File: config.mk
export PLATFORM = sky130hd
export DESIGN_NAME = pkt_arb
export DESIGN_NICKNAME = d
export VERILOG_FILES = /design/src/rtl/pkt_arb.sv
export SDC_FILE = /design/constraint.sdc
export NUM_CORES = 1
export LEC_CHECK = 0
export ABC_AREA = 1
export CAP_MARGIN = 0
export CORE_AREA = 4 4 257 259
export CTS_CLUSTER_DIAMETER = 50
export DETAILED_ROUTE_END_ITERATION = 7
export DIE_AREA = 0 0 261 263
export SKIP_LAST_GASP = 1
export SYNTH_ARGS = -nofsm -noshare
export SYNTH_HDL_FRONTEND = slang
export SYNTH_HIERARCHICAL = 1
export SYNTH_SLANG_ARGS = --single-unit
File: constraint.sdc
create_clock -name clk -period 4.27 [get_ports clk]
set_input_delay 1.281 -clock clk [delete_from_list [all_inputs] [get_ports clk]]
set_output_delay 1.281 -clock clk [all_outputs]
set_load 0.02 [all_outputs]
File: src/rtl/pkt_arb.sv
// pkt_arb: two-input packet arbiter. Each requester feeds a 4-deep
// fall-through FIFO; the output is granted to one requester for a whole
// packet (header words ctrl!=0, data words ctrl==0, EOP word ctrl!=0).
//
// Handshake: a requester may write while its rdy is high (FIFO not nearly
// full); a write into a full FIFO is dropped. A word is transferred
// downstream in every cycle where out_wr=1, which only happens when
// out_rdy=1. There is no back-pressure beyond out_rdy.
//
// Ports:
//   clk, reset_n            clock, asynchronous active-low reset
//   in0_*/in1_*             requester data/ctrl/write strobe, rdy back
//   out_data/out_ctrl/out_wr merged stream (data/ctrl forced to 0 when idle)
//   out_rdy                 downstream ready
//   grant                   01 = SEND0, 10 = SEND1, 00 = IDLE
//   pkt_done0/pkt_done1     pulse with the EOP word of in0/in1
//   dbg_state               current FSM state (0 IDLE, 1 SEND0, 2 SEND1)
//
// Configuration: define PKT_ARB_STRICT_PRIO_EN to make in0 always win the
// selection in IDLE; otherwise selection is round-robin on ties.

module pkt_arb_fifo #(
  parameter int W = 72
) (
  input  logic         clk,
  input  logic         reset_n,
  input  logic [W-1:0] wdata,
  input  logic         wr,
  input  logic         rd,
  output logic [W-1:0] head,
  output logic         empty,
  output logic         nearly_full
);
  logic [W-1:0] mem [4];
  logic [1:0]   wp;
  logic [1:0]   rp;
  logic [2:0]   cnt;
  logic         push;
  logic         pop;

  assign push        = wr && (cnt != 3'd4);
  assign pop         = rd && (cnt != 3'd0);
  assign head        = mem[rp];
  assign empty       = (cnt == 3'd0);
  assign nearly_full = (cnt >= 3'd3);

  always_ff @(posedge clk) begin
    if (push) mem[wp] <= wdata;
  end

  always_ff @(posedge clk or negedge reset_n) begin
    if (!reset_n) begin
      wp  <= '0;
      rp  <= '0;
      cnt <= '0;
    end else begin
      if (push) wp <= wp + 2'd1;
      if (pop)  rp <= rp + 2'd1;
      case ({push, pop})
        2'b10:   cnt <= cnt + 3'd1;
        2'b01:   cnt <= cnt - 3'd1;
        default: cnt <= cnt;
      endcase
    end
  end
endmodule

module pkt_arb #(
  parameter int DATA_WIDTH = 64,
  parameter int CTRL_WIDTH = DATA_WIDTH / 8
) (
  input  logic                  clk,
  input  logic                  reset_n,
  input  logic [DATA_WIDTH-1:0] in0_data,
  input  logic [CTRL_WIDTH-1:0] in0_ctrl,
  input  logic                  in0_wr,
  output logic                  in0_rdy,
  input  logic [DATA_WIDTH-1:0] in1_data,
  input  logic [CTRL_WIDTH-1:0] in1_ctrl,
  input  logic                  in1_wr,
  output logic                  in1_rdy,
  output logic [DATA_WIDTH-1:0] out_data,
  output logic [CTRL_WIDTH-1:0] out_ctrl,
  output logic                  out_wr,
  input  logic                  out_rdy,
  output logic [1:0]            grant,
  output logic                  pkt_done0,
  output logic                  pkt_done1,
  output logic [1:0]            dbg_state
);
  localparam int W = DATA_WIDTH + CTRL_WIDTH;

  typedef enum logic [1:0] {IDLE = 2'd0, SEND0 = 2'd1, SEND1 = 2'd2} state_t;

  state_t          state;
  logic            seen_data;
  logic [W-1:0]    head0, head1;
  logic            empty0, empty1;
  logic            nf0, nf1;
  logic            pop0, pop1;
  logic            sel;
  logic            src;
  logic            fwd;
  logic            is_eop;
  logic [DATA_WIDTH-1:0] head_data;
  logic [CTRL_WIDTH-1:0] head_ctrl;
`ifndef PKT_ARB_STRICT_PRIO_EN
  logic            last_grant;
`endif

  pkt_arb_fifo #(.W(W)) u_fifo0 (
    .clk(clk), .reset_n(reset_n), .wdata({in0_ctrl, in0_data}), .wr(in0_wr),
    .rd(pop0), .head(head0), .empty(empty0), .nearly_full(nf0)
  );

  pkt_arb_fifo #(.W(W)) u_fifo1 (
    .clk(clk), .reset_n(reset_n), .wdata({in1_ctrl, in1_data}), .wr(in1_wr),
    .rd(pop1), .head(head1), .empty(empty1), .nearly_full(nf1)
  );

  assign in0_rdy = !nf0;
  assign in1_rdy = !nf1;

  // Input chosen when leaving IDLE.
  always_comb begin
`ifdef PKT_ARB_STRICT_PRIO_EN
    sel = empty0;
`else
    if (!empty0 && !empty1) sel = ~last_grant;
    else                    sel = empty0;
`endif
  end

  always_comb begin
    fwd = 1'b0;
    src = 1'b0;
    case (state)
      IDLE:    begin fwd = out_rdy && !(empty0 && empty1); src = sel;  end
      SEND0:   begin fwd = out_rdy && !empty0;             src = 1'b0; end
      SEND1:   begin fwd = out_rdy && !empty1;             src = 1'b1; end
      default: begin fwd = 1'b0;                           src = 1'b0; end
    endcase
  end

  assign {head_ctrl, head_data} = src ? head1 : head0;

  // The first word of a grant is forwarded from IDLE with seen_data=0, so it
  // can never be taken as EOP.
  assign is_eop = fwd && (state != IDLE) && (head_ctrl != '0) && seen_data;

  assign pop0      = fwd && !src;
  assign pop1      = fwd && src;
  assign out_wr    = fwd;
  assign out_data  = fwd ? head_data : '0;
  assign out_ctrl  = fwd ? head_ctrl : '0;
  assign pkt_done0 = is_eop && (state == SEND0);
  assign pkt_done1 = is_eop && (state == SEND1);
  assign grant     = {state == SEND1, state == SEND0};
  assign dbg_state = state;

  always_ff @(posedge clk or negedge reset_n) begin
    if (!reset_n) begin
      state     <= IDLE;
      seen_data <= 1'b0;
`ifndef PKT_ARB_STRICT_PRIO_EN
      last_grant <= 1'b1;
`endif
    end else begin
      case (state)
        IDLE: begin
          if (fwd) begin
            state     <= src ? SEND1 : SEND0;
            // Entering SENDx clears the flag; the word forwarded now counts.
            seen_data <= (head_ctrl == '0);
`ifndef PKT_ARB_STRICT_PRIO_EN
            last_grant <= src;
`endif
          end
        end
        SEND0, SEND1: begin
          if (is_eop) begin
            state     <= IDLE;
            seen_data <= 1'b0;
          end else if (fwd && (head_ctrl == '0)) begin
            seen_data <= 1'b1;
          end
        end
        default: state <= IDLE;
      endcase
    end
  end
endmodule

After elaboration in Yosys (flattened, before gate mapping)
Memories as Yosys holds them, arrays and structs flattened.
Cells that the tools add are included.
- register bits: 18
- bits in writable memories: 576
- input port bits: 149
- output and inout port bits: 81
- word-level logic and storage cells: 91
- memories kept: 2
- $add $sub $neg: 8
- magnitude comparators: 2
- eq/ne operators: 11
- mux-type cells: 20
- bitwise operators: 1
- reduce and logical (&&, ||, !) cells: 38
- memory list (memory ; words ; bits a word ; rd ports ; clocked after Yosys merged registers in ; wr ports ; RTL line ; RTL):
    u_fifo0.mem ; 4 ; 72 ; 1 ; 0 ; 1 ; 34 ; logic [W-1:0] mem [4];
    u_fifo1.mem ; 4 ; 72 ; 1 ; 0 ; 1 ; 34 ;
- operators by type and width (kind ; count):
    $mux 72 ; 1
    $mux 64 ; 1
    $logic_and 1x1->1 ; 17
    $pmux 3 s2 ; 2
    $ne 3x3->1 const B ; 3
    $add 2x1->2 const B ; 4
    $logic_not 8->1 ; 1
    $mux 1 ; 8
    $mux 8 ; 1
    $reduce_bool 2->1 ; 4
    $reduce_bool 8->1 ; 1
    $add 3x1->3 const B ; 2
    $eq 2x1->1 const B ; 3
    $eq 2x2->1 const B ; 3
    $ge 3x2->1 const B ; 2
    $logic_not 1->1 ; 6
    $logic_not 3->1 ; 2
    $mux 2 ; 3
    $reduce_bool 3->1 ; 2
    $sub 3x1->3 const B ; 2
    $ne 2x2->1 const B ; 2
    $pmux 1 s2 ; 2
    $pmux 2 s2 ; 1
    $reduce_and 2->1 ; 2
    5 further kinds ; 5

Logic depth before layout (Yosys ltp)
Gate-level depths: netlist of run 1.
- depth in word-level cells: 11
- mapped depth: 21
- mapped depth without buffers: 19

Modules after synthesis
Netlist of run 1, hierarchy kept.
- by module, submodules not included (module ; times used ; cells an instance ; area each (sq um) ; seq. area each (sq um)):
    pkt_arb_fifo at u_fifo0 ; 1 ; 901 ; 12334.3 ; 8823.5
    pkt_arb_fifo at u_fifo1 ; 1 ; 900 ; 11772.5 ; 8823.5
    pkt_arb ; 1 ; 182 ; 1231.2 ; 101.3

Least setup slack after synthesis of run 1
Ideal clock, no wire load.
- path kind: input -> register
- start point: input in1_wr
- end point: memory u_fifo1.mem[0][0], enable pin
- setup time: 0.503 ns
- data arrival time: 4.437 ns
- required time: 3.767 ns
- slack: -0.669 ns
- stages: 2
- path buffers: 0
- path through: nand2_1 nor2_1
- longest elaborated chain between the ends: 3
- ends and longest elaborated chain (what ; RTL line ; RTL):
    start, declared ; 80 ; input logic in1_wr,
    $logic_and 1x1->1 ; 41 ; assign push = wr && (cnt != 3'd4);
    $mux 1 ; 48 ; if (push) mem[wp] <= wdata;
    $mux 1 (not written as such) ; 48 ;
    end, declared ; 34 ;
No other way between the ends.

Worst setup path after layout of run 1
- start point: input out_rdy
- end point: output out_data[23]
- longest elaborated chain between the ends: 3
- elaborated cells between the ends (all ways): 5
- those cells by class: mux: 2; reduce/logical: 3
- ends and longest elaborated chain (what ; RTL line ; RTL):
    start, declared ; 85 ; input logic out_rdy,
    $logic_and 1x1->1, on equally long branches ; 140, 138, 139 ;
    $pmux 1 s3 * ; 137 ; case (state)
    $mux 64 * ; 154 ; assign out_data = fwd ? head_data : '0;
    end, declared ; 82 ; output logic [DATA_WIDTH-1:0] out_data,
Every way passes the cells marked *; elsewhere a longest branch is shown, timed or not.

==> results of run 1 <==
power by group through the flow:
stage | clock, mW | combinational (mW) | sequential, mW
after CTS | 6.51 | 9.01 | 8.02
after global placement | 0 | 9.05 | 8.08
after global routing | 6.76 | 9.72 | 8.11
after detailed placement | 0 | 9.16 | 8.13
final | 6.36 | 8.94 | 8.02
after floorplan | 0 | 5.53 | 8.15
routing by layer:
layer	GRT usage	routed length (um)
met3	0.0553	4750
met2	0.316	32600
met1	0.231	27300
met4	0.0550	1870
met5	0	59
flip-flops by register name, indices dropped and copies added, names as in the netlist:
name,flops
u_fifo0/cnt,3
u_fifo0/mem,288
dbg_state,2
last_grant,1
u_fifo0/wp,2
u_fifo1/mem,288
u_fifo0/rp,2
seen_data,1
u_fifo1/rp,2
u_fifo1/cnt,3
u_fifo1/wp,2
path summary, 6_finish.rpt:
kind / end / slack [ns] / cells after the start
worst max-delay path: out_data[23] / -0.17 / 6
worst min-delay path: u_fifo1/cnt[0]$_DFFE_PN0P_ / 0.47 / 1
worst max register to register: u_fifo0/cnt[2]$_DFFE_PN0P_ / 1.09 / 19
worst min register to register: u_fifo1/cnt[0]$_DFFE_PN0P_ / 0.47 / 1
max in group asynchronous: u_fifo0/rp[1]$_DFFE_PN0P_ / 2.35 / 1
min in group asynchronous: u_fifo0/cnt[1]$_DFFE_PN0P_ / 1.21 / 1
logic make-up (layout without fill, tap and decap cells):
kind of cell / count (synthesis) / after routing / synth area share
xor gates and xnor gates: 2 / 2 / 0.000691
AOI/OAI and AO/OA: 363 / 363 / 0.130
other: 0 / 6 / 0
buffers and inverters: 453 / 761 / 0.0755
adders and majority gates: 16 / 16 / 0.00849
DFF: 594 / 594 / 0.700
and+or+nand+nor: 555 / 555 / 0.0853
area by class of cell:
type	count	area, um^2	area share
diodes	6	15.0	0.000480
clock buffers	89	1970	0.0630
clock inverters	54	583	0.0186
inverters	343	1320	0.0423
multi-input cells	936	5770	0.184
flip-flops and latches	594	17800	0.567
well taps	855	1070	0.0342
repair buffers	273	2790	0.0891
repair inverters	2	17.5	0.000560
stage by stage:
stage	cell area, um^2	hold slack (ns)	utilization	cells
final	31300	0.471	0.490	3152
after detailed placement	28700	0.464	0.450	2995
after floorplan	25300	0.442	-	1983
after CTS	31300	0.476	0.489	3138
after global placement	28700	0.462	0.450	2995
after global routing	31300	0.497	0.490	3148
layout by cell type, fill, tap and decap left out, types with 10 or more instances in the layout:
| cell type | count |
|---|---|
| buf_4 | 21 |
| nand3_1 | 16 |
| clkbuf_1 | 12 |
| edfxtp_1 | 576 |
| clkdlybuf4s50_1 | 160 |
| dlymetal6s2s_1 | 23 |
| nor2_4 | 10 |
| nand2_1 | 498 |
| nor2_1 | 14 |
| inv_1 | 334 |
| clkbuf_2 | 41 |
| ha_1 | 14 |
| o211ai_1 | 189 |
| o211ai_2 | 99 |
| clkinv_2 | 13 |
| buf_12 | 23 |
| dfrtp_1 | 13 |
| a22o_1 | 64 |
| clkbuf_16 | 79 |
worst reg2reg max path, delay by kind of cell (launching register included):
kind / cells / cell delay, ns
AND/OR/NAND/NOR: 8 / 0.84
buffers and inverters: 7 / 0.87
AO/OA/AOI/OAI: 1 / 0.08
adder cells (fa/ha/maj): 3 / 0.86
flip-flops: 1 / 0.42
timing repair:
item                                    4_1_cts  5_1_grt
setup buffers                                 0        4
pin swaps                                     0        2
endpoints found under the setup margin       73       73
cloned                                        0        4
resized for setup                            41      110
==> flow_summary.json, run 1 <==
{
  "critPathKind": "input port to output pin",
  "max_freq_mhz": 225,
  "drive_gt1_frac": 0.150,
  "p_sw_frac": 0.382,
  "syn-num-nets": 2148,
  "core_area_mm2": 0.0639,
  "synth_top_area_share": 0.683,
  "dpl.hpwl_um": 41800,
  "maxCapViolations": 0,
  "post-route-min-period_ns": 4.44,
  "synth_seq_cells": 594,
  "netlist_instances": 1983,
  "ys_seq_area_frac": 0.700,
  "clockBufferDepth": 3,
  "synth_commonest_cells": "edfxtp_1 (576), nand2_1 (498), inv_1 (334)",
  "status": "finished with violations",
  "crit_path_top_delay_cell": "clkdlybuf4s50_1",
  "totalWireLength_um": 66600,
  "drc": 0,
  "area_growth_pct": 23.5,
  "initial_core_util": 0.397,
  "p_per_area_mw_per_mm2": 745,
  "io_pins": 230,
  "nFillCells": 5456,
  "combPwrFrac": 0.383,
  "fin_worst_skew_ns": 0.0194,
  "p_switching_mw": 8.90,
  "grt_pass1_vias": 15100,
  "port_buffers": 229,
  "p_int_mw": 14.4,
  "dieArea_mm2": 0.0686,
  "cts_sinks": 594,
  "slew_viol_final": 0,
  "fp.dieW_um": 261,
  "cts_hold_buffers": 0,
  "grt_antenna_before_repair": 16,
  "ys_types": 30,
  "grt_max_degree": 105,
  "finalPower_mw": 23.3,
  "vias_per_cell": 4.94,
  "p_seq_frac": 0.344,
  "synth_edf_count": 576,
  "end_kind": "output pin",
  "hold_viol_final": 0,
  "grt_pass1_wl_um": 95200,
  "synth_top_area_cell": "edfxtp_1",
  "synthTopCellsByArea": "edfxtp_1 (68%), nand2_1 (7.4%), o211ai_1 (5.6%)",
  "cts-buffers-inserted": 77,
  "cts_root_buf": "clkbuf_16",
  "ir_drop_mv": 0.463,
  "hold_class": "flop to flop",
  "synthFlopType": "edfxtp_1",
  "path_buf_inv": 3,
  "h-tree-depth": 3,
  "finalCritPeriodShare": 1.04,
  "critPathArrivalTime_ns": 3.16,
  "drt_pass1_iterations": 6,
  "overflow": 0,
  "clk_transition_reported_paths_ns": 0.06,
  "synthesis.area_mm2": 0.0253,
  "finalNetCount": 2392,
  "setup_ws_ns": -0.175,
  "p_clk_frac": 0.273,
  "tritoncts": "done",
  "startpoint": "out_rdy",
  "routedWlPerCell_um": 21.1,
  "row_count": 93,
  "tightest_slew_ns": 0.969,
  "worst-path-max-fanout": 18,
  "routabilityCongestion": 0.875,
  "finalSetupViolCount": 1,
  "critPathMaxStageDelay_ns": 0.60,
  "path_cells": "clkdlybuf4s50_1, nand3_2, nor2_4, buf_12, a22o_1, clkdlybuf4s50_1",
  "synth_area_per_cell_um2": 12.8,
  "cp_common_cell": "clkdlybuf4s50_1",
  "async_flop_share": 0.0303,
  "pre_cts_ws_ns": -0.352,
  "violations": "setup timing",
  "grt_usage": 0.186,
  "cpLargestDelayFamily": "buffers and inverters",
  "via_count": 15600,
  "drt-initial-drc-count": 1133,
  "ant_nets": 0,
  "rsz0062_at_grt": "yes",
  "final.setup.tns_ns": -0.175,
  "cp.required_ns": 2.99,
  "maxSlewHeadroom": 0.352,
  "ys_warn_count": 6,
  "clock_latency_ns": 0.62,
  "p_leak_nw": 12.7,
  "r2r-start": "dbg_state[1]$_DFFE_PN0P_",
  "min_from": "u_fifo1/cnt[0]$_DFFE_PN0P_",
  "post-synth-top-count-cell": "edfxtp_1",
  "cp-start-kind": "input port",
  "die-height_um": 263
}
Power figures use the tool's default switching activity.
==> inputs of run 2 (changes only) <==
CORE_AREA = 4 4 220 222   (was 4 4 257 259)
DIE_AREA = 0 0 224 226   (was 0 0 261 263)
PLACE_DENSITY = 0.75   (was default)
SYNTH_HIERARCHICAL = default   (was 1)
==> run 2 against run 1 <==
Effect of this change:
- the flow now finishes without violations
- clock skew about the same
- fmax up 7.2%
- register-to-register slack gained 0.29 ns
- critical endpoint is now out_data[38]
==> flow_summary.json, run 2 <==
{
  "status": "finished clean",
  "drive_gt1_frac": 0.109,
  "drt-initial-drc-count": 1169,
  "slew_viol_final": 0,
  "critPathKind": "input port to output pin",
  "critPathArrivalTime_ns": 2.86,
  "layout_commonest_cell": "edfxtp_1",
  "p_per_area_mw_per_mm2": 741,
  "cts_sinks": 594,
  "synth_seq_cells": 594,
  "drt_pass1_iterations": 5,
  "synthTopCellsByArea": "edfxtp_1 (74%), nand2_1 (7.6%), a32o_1 (5.5%)",
  "worst-path-max-fanout": 33,
  "routabilityCongestion": 0.759,
  "end_kind": "output pin",
  "clock_latency_ns": 0.61,
  "fin_worst_skew_ns": 0.0192,
  "max_freq_mhz": 241,
  "core_area_mm2": 0.0464,
  "finalCritPeriodShare": 0.971,
  "routedWlPerCell_um": 21.0,
  "io_pins": 230,
  "post-route-min-period_ns": 4.15,
  "synth_area_per_cell_um2": 13.7,
  "cts_root_buf": "clkbuf_16",
  "maxSlewHeadroom": 0.169,
  "setup_ws_ns": 0.125,
  "p_leak_nw": 10.0,
  "synth_edf_count": 576,
  "hold_viol_final": 0,
  "clk_transition_reported_paths_ns": 0.06,
  "finalSetupViolCount": 0,
  "via_count": 14800,
  "grt_busiest_layer": "met2",
  "area_growth_pct": 19.9,
  "port_buffers": 229,
  "drc": 0,
  "grt_max_degree": 97,
  "clockBufferDepth": 3,
  "tritoncts": "done",
  "synthFlopType": "edfxtp_1",
  "dpl.hpwl_um": 33100,
  "post-synth-top-count-cell": "edfxtp_1",
  "rsz0062_at_grt": "yes",
  "h-tree-depth": 2,
  "grt_pass1_wl_um": 83900,
  "tightest_slew_ns": 1.24,
  "ir_drop_mv": 0.457,
  "ys_seq_area_frac": 0.755,
  "grt_pass1_vias": 14900,
  "cts-buffers-inserted": 60,
  "vias_per_cell": 5.70,
  "async_flop_share": 0.0303,
  "cp.required_ns": 2.99,
  "met3_usage": 0.0482,
  "ys_types": 29,
  "pre_cts_ws_ns": -0.367,
  "met2_usage": 0.355,
  "netlist_instances": 1719,
  "synth_top_area_share": 0.736,
  "die-height_um": 226,
  "synth_commonest_cells": "edfxtp_1 (576), nand2_1 (475), a21oi_1 (135)",
  "hold_class": "flop to flop",
  "initial_core_util": 0.507,
  "synth_top_area_cell": "edfxtp_1",
  "grt_antenna_before_repair": 7,
  "finalInstanceArea_mm2": 0.0282,
  "post_cts_buffers": 0,
  "maxCapViolations": 0,
  "synthesis.area_mm2": 0.0235,
  "overflow": 0,
  "cp-start-kind": "input port",
  "row_count": 79,
  "finalPower_mw": 20.9,
  "post_dp_cell_area_mm2": 0.0266,
  "use_met1": 0.282,
  "fp.dieW_um": 224,
  "postLayoutCoreUtil": 0.608,
  "dieArea_mm2": 0.0506,
  "grt_usage": 0.212,
  "final_cell_mix": "edfxtp_1 (576), nand2_1 (473), clkdlybuf4s50_1 (155), a21oi_1 (135), a32o_1 (128)",
  "ant_nets": 0,
  "totalWireLength_um": 54300,
  "top_regs": "u_fifo0.mem x288, u_fifo1.mem x288",
  "finalNetCount": 2103,
  "syn-num-nets": 1884,
  "ys_warn_count": 0
}
run 2: cell types whose count changed after synthesis, moves of 65 or more:
cell	delta
a21oi_1	+134
o211ai_1	-189
inv_1	-284
a32o_1	+128
o211ai_2	-99
o22ai_1	+65
run 2: routing by layer:
layer	share of wire	up-vias
met5	0.00024	-
met3	0.075	101
met1	0.41	7308
met4	0.025	2
met2	0.49	552
li1	-	6801
run 2: final timing paths:
kind                                     startpoint  cells past startpoint  slack, ns                         end
hold reg to reg               seen_data$_DFFE_PN0P_                      2       0.48       seen_data$_DFFE_PN0P_
setup / recovery                            out_rdy                      9       0.12                out_data[38]
max in group asynchronous                   reset_n                      1       2.47   u_fifo1.rp[0]$_DFFE_PN0P_
hold / removal                seen_data$_DFFE_PN0P_                      2       0.48       seen_data$_DFFE_PN0P_
min in group asynchronous                   reset_n                      1       1.17       seen_data$_DFFE_PN0P_
setup reg to reg           dbg_state[0]$_DFFE_PN0P_                     18       1.38  u_fifo1.cnt[2]$_DFFE_PN0P_
run 2: logic make-up (layout without fill, tap and decap cells):
kind of cell,after synthesis,count (layout),synth area share
flops,594,594,0.755
simple gates,571,571,0.0946
compound gates,356,356,0.107
buf+inv,173,435,0.0306
fa+ha+maj,16,16,0.00916
xor+xnor,9,9,0.00335
other cells,0,4,0
run 2: final cells by class:
type | instances | area, um^2
timing repair buffer | 265 | 2450
multi-input combinational | 952 | 5120
antenna | 4 | 10.0
inverter | 65 | 254
clock inverter | 33 | 275
sequential | 594 | 17800
clock buffer | 72 | 1550
tap | 607 | 759
fill | 3456 | 18200
run 2: report_power, final:
group          internal [mW]  leakage [nW]  switching [mW]
clock network           2.80         0.884            2.09
registers               7.69          5.48           0.385
logic                   2.67          3.64            5.23
run 2: repair_timing:
item                                    CTS  global route
endpoints found under the setup margin   66            74
gates resized for setup                  79           133
hold buffers                              0             0
run 2: through the flow:
step	cells	hold slack [ns]	TNS, ns
2_1_floorplan	1719	0.442	-201.74
3_3_place_gp	2483	0.457	-16.70
3_5_place_dp	2483	0.472	-18.60
4_1_cts	2588	0.485	-0.0683
5_1_grt	2589	0.520	-0.000632
6_report	2592	0.480	0
run 2: critical path, stage by stage:
cell,delay [ns]
clkdlybuf4s50_1,0.46
inv_1,0.04
nor2_1,0.11
nand2_2,0.11
nor2_2,0.15
inv_2,0.08
buf_12,0.17
o22ai_1,0.20
buf_2,0.21
